==> src/rtl/ten_bit_adder.sv <==
// Registered ripple-carry adder with one-cycle latency and a synchronous active-high reset.
// Optional carry-out and signed-overflow flag outputs are enabled by defining TEN_BIT_ADDER_FLAGS_EN.
module ten_bit_adder #(
    parameter int unsigned WIDTH = 10
) (
    input  logic             clk,
    input  logic             reset,
    input  logic [WIDTH-1:0] A,
    input  logic [WIDTH-1:0] B,
    input  logic             in_valid,
    output logic [WIDTH-1:0] Sum,
`ifdef TEN_BIT_ADDER_FLAGS_EN
    output logic             Cout,
    output logic             Overflow,
`endif
    output logic             out_valid
);

    logic [WIDTH-1:0] sum_d, sum_q;
    logic             carry_d;
    logic             ovf_d;
    logic             vld_q;

    // Ripple chain: the carry travels bit by bit from a tied-off carry-in.
    always_comb begin
        logic c;
        c       = 1'b0;
        sum_d   = '0;
        for (int i = 0; i < int'(WIDTH); i++) begin
            sum_d[i] = A[i] ^ B[i] ^ c;
            c        = (A[i] & B[i]) | (c & (A[i] ^ B[i]));
        end
        carry_d = c;
        ovf_d   = (A[WIDTH-1] == B[WIDTH-1]) && (sum_d[WIDTH-1] != A[WIDTH-1]);
    end

    always_ff @(posedge clk) begin
        if (reset) begin
            sum_q <= '0;
            vld_q <= 1'b0;
        end else begin
            vld_q <= in_valid;
            if (in_valid) begin
                sum_q <= sum_d;
            end
        end
    end

    assign Sum       = sum_q;
    assign out_valid = vld_q;

`ifdef TEN_BIT_ADDER_FLAGS_EN
    logic cout_q, ovf_q;

    always_ff @(posedge clk) begin
        if (reset) begin
            cout_q <= 1'b0;
            ovf_q  <= 1'b0;
        end else if (in_valid) begin
            cout_q <= carry_d;
            ovf_q  <= ovf_d;
        end
    end

    assign Cout     = cout_q;
    assign Overflow = ovf_q;
`else
    logic unused_flags;
    assign unused_flags = carry_d ^ ovf_d;
`endif

endmodule

==> config.mk <==
export PLATFORM = sky130hd
export DESIGN_NAME = ten_bit_adder
export DESIGN_NICKNAME = d
export VERILOG_FILES = /design/src/rtl/ten_bit_adder.sv
export SDC_FILE = /design/constraint.sdc
export NUM_CORES = 1
export LEC_CHECK = 0
export ABC_AREA = 1
export BUFFER_PORTS_ARGS = -buffer_cell sky130_fd_sc_hd__buf_4
export CAP_MARGIN = 25
export CORE_MARGIN = 1.5
export CORE_UTILIZATION = 35
export DETAILED_ROUTE_END_ITERATION = 8
export PLACE_DENSITY_LB_ADDON = 0.15
export SLEW_MARGIN = 15
export SYNTH_ARGS = -nofsm -noshare
export SYNTH_HDL_FRONTEND = slang
export SYNTH_SLANG_ARGS = --single-unit
export TNS_END_PERCENT = 5
==> constraint.sdc <==
create_clock -name clk -period 10.2 [get_ports clk]
set_clock_uncertainty 0.1 [all_clocks]
set_input_delay 0.51 -clock clk [delete_from_list [all_inputs] [get_ports clk]]
set_output_delay 0.51 -clock clk [all_outputs]
set_load 0.02 [all_outputs]
==> results.ini <==
[clock_tree]
cts-root-buf = clkbuf_4
cts_buffer_depth = 2
cts.sinks = 11
tritoncts = yes
h-tree-depth = 1
cts_resized = 0
cts_buffers = 3
cts_setup_buffers = 0
clk_latency_ns = 0.25
clk_pin_slew_worst_paths_ns = 0.07
ctsHoldBuffers = 0

[global_route]
overflow = 0
grt_usage = 0.140
grt_max_degree = 14
grt_pass1_vias = 456
antenna_found_initial = 0
grt_pass1_wl_um = 2030

[critical_path]
max_stage_delay_ns = 0.40
crit_top_cell = fa_1
cp.depth = 16
worstSetupStartpointType = primary input
rr_startpoint = Sum[9]$_SDFFE_PP0P_
cp_slowest_cell = fa_1
crit_end = Sum[9]$_SDFFE_PP0P_
crit_path_end_kind = flip-flop
critical_path_class = primary input to flip-flop
worst-path-buf-inv = 4
crit_required_ns = 10.26
worstPathCellList = buf_4, ha_1, inv_1, fa_1, inv_1, fa_1, fa_1, fa_1, fa_1, fa_1, fa_1, fa_1, nand3_1, nand3_1, nand2_1, inv_1
r2r_cells = 4
rr_endpoint = Sum[9]$_SDFFE_PP0P_
crit_family = adder cells
critPathLaunch = A[0]
r2r_slack_ns = 9.46
cp_max_fo = 2
arrival_ns = 4.02

[timing]
fin_crit_ns = 3.95
setup_slack_ns = 6.25
relSlewSlack = 0.880
max_freq_ghz = 0.253
worst_pin_slew_ns = 0.178
timing.final.crit_share = 0.388
final-setup-viol-count = 0
drv_slew = 0
hold_viol = 0
rsz0062_at_grt = no
fin_tns_setup_ns = 0

[floorplan]
dieHeight_um = 45.5
core-area_sq_um = 1710
boundaryPins = 34
rows = 15
initial_core_util = 0.370
die_area_sq_um = 2070
dieWidth_um = 45.5

[synthesis]
yosysUniqueCellTypes = 12
netlist_instances = 68
syn-num-nets = 100
synth_area_sq_um = 632
yosys_warnings = 0
ys_seq_area_frac = 0.349
postSynthAreaPerCell_sq_um = 9.29
ys_ff_latch = 11

[detailed_routing]
routed_wl_um = 1170
drt_iter0_drc = 8
drc = 0
avgRoutedWirePerCell_um = 9.13
dr.pass1.iters = 4
vias_per_cell = 4.15
ant_nets = 0
vias = 531

[power_and_ir_drop]
peakVddDrop_v = 0.0000514
leakage_nw = 0.445
power_density_nw_per_um2 = 122

[final_layout]
multi_input_area_sq_um = 359
drive_above_1_share = 0.437
num_antenna_cells = 0
num-nets-final = 136
register_area_sq_um = 220
areaGrowthSynthToFinish_pct = 45.3
nFillCells = 170

[outcome]
status = finished clean

[place]
hpwl_um = 979
place_ws_ns = 5.92
io_buffers = 33
gp_congestion = 0.678

[run]
drv_cap = 0

[min_path]
hp-class = flip-flop to flip-flop

[how the worst min path moves through the flow]
stage	from	to	slack (ns)	depth (start not counted)
5_1_grt	Sum[4]$_SDFFE_PP0P_	Sum[4]$_SDFFE_PP0P_	0.39	2
2_1_floorplan	Sum[0]$_SDFFE_PP0P_	Sum[0]$_SDFFE_PP0P_	0.45	2
6_report	Sum[7]$_SDFFE_PP0P_	Sum[7]$_SDFFE_PP0P_	0.37	2
3_3_place_gp	Sum[8]$_SDFFE_PP0P_	Sum[8]$_SDFFE_PP0P_	0.36	2
3_5_place_dp	Sum[7]$_SDFFE_PP0P_	Sum[7]$_SDFFE_PP0P_	0.36	2
4_1_cts	Sum[7]$_SDFFE_PP0P_	Sum[7]$_SDFFE_PP0P_	0.37	2
[layer usage]
metal	wire length (um)	track usage
met3	90	0.0516
met5	0	0
met1	528	0.185
met4	0	0.0529
met2	550	0.208
[through the flow]
stage / total power [mW] / cell area, sq um / std cells / hold slack [ns] / util
2_1_floorplan: 0.0696 / 632 / 68 / 0.445 / -
3_3_place_gp: 0.0854 / 892 / 124 / 0.358 / 0.522
3_5_place_dp: 0.0856 / 892 / 124 / 0.361 / 0.522
4_1_cts: 0.115 / 918 / 128 / 0.373 / 0.538
5_1_grt: 0.122 / 918 / 128 / 0.388 / 0.538
6_report: 0.112 / 918 / 128 / 0.368 / 0.538
[area by class of cell]
cell class,count,area share
Clock buffer,4,0.0286
Inverter,9,0.0368
Multi-Input combinational cell,46,0.391
Sequential cell,11,0.240
Tap cell,25,0.0341
Timing Repair Buffer,33,0.270
[flip-flops by register name, indices dropped and copies added, names as in the netlist]
signal / cells
Sum: 10
out_valid: 1
[Yosys cell counts (all sizes together)]
cell	instances	share of area
dfxtp	11	0.35
inv	9	0.053
nor2	4	0.024
fa	8	0.25
buf	2	0.030
a21oi	8	0.11
nand3	3	0.024
nand2	21	0.12
a211oi	1	0.012
ha	1	0.020
[power by group]
group | internal, mW | switching [mW]
clock network | 0.0151 | 0.0133
registers | 0.0468 | 0.00177
logic | 0.0175 | 0.0178
total | 0.0794 | 0.0329
[kinds of logic after synthesis]
kind of cell / share of synthesized area
AO/OA/AOI/OAI: 0.123
adder cells (fa/ha/maj): 0.273
buffers and inverters: 0.0832
flip-flops: 0.349
AND/OR/NAND/NOR: 0.172
[worst register-to-register path: cells and delay by family, from the launching register on]
family                 cells  cell delay (ns)
flip-flops                 1             0.31
buffers and inverters      1             0.03
AND/OR/NAND/NOR            3             0.20
[cell usage in the layout, fill, tap and decap left out]
cell type / synthesis / final
clkbuf_4: 0 / 3
dfxtp_1: 11 / 11
clkbuf_1: 0 / 1
buf_4: 1 / 33
a21oi_2: 8 / 8
nand3_1: 3 / 3
nor2_1: 4 / 4
inv_2: 1 / 1
nand2_1: 21 / 21
inv_1: 8 / 8
fa_1: 8 / 8
a211oi_1: 1 / 1
ha_1: 1 / 1
Note: power is estimated with default switching activity, not from simulation.
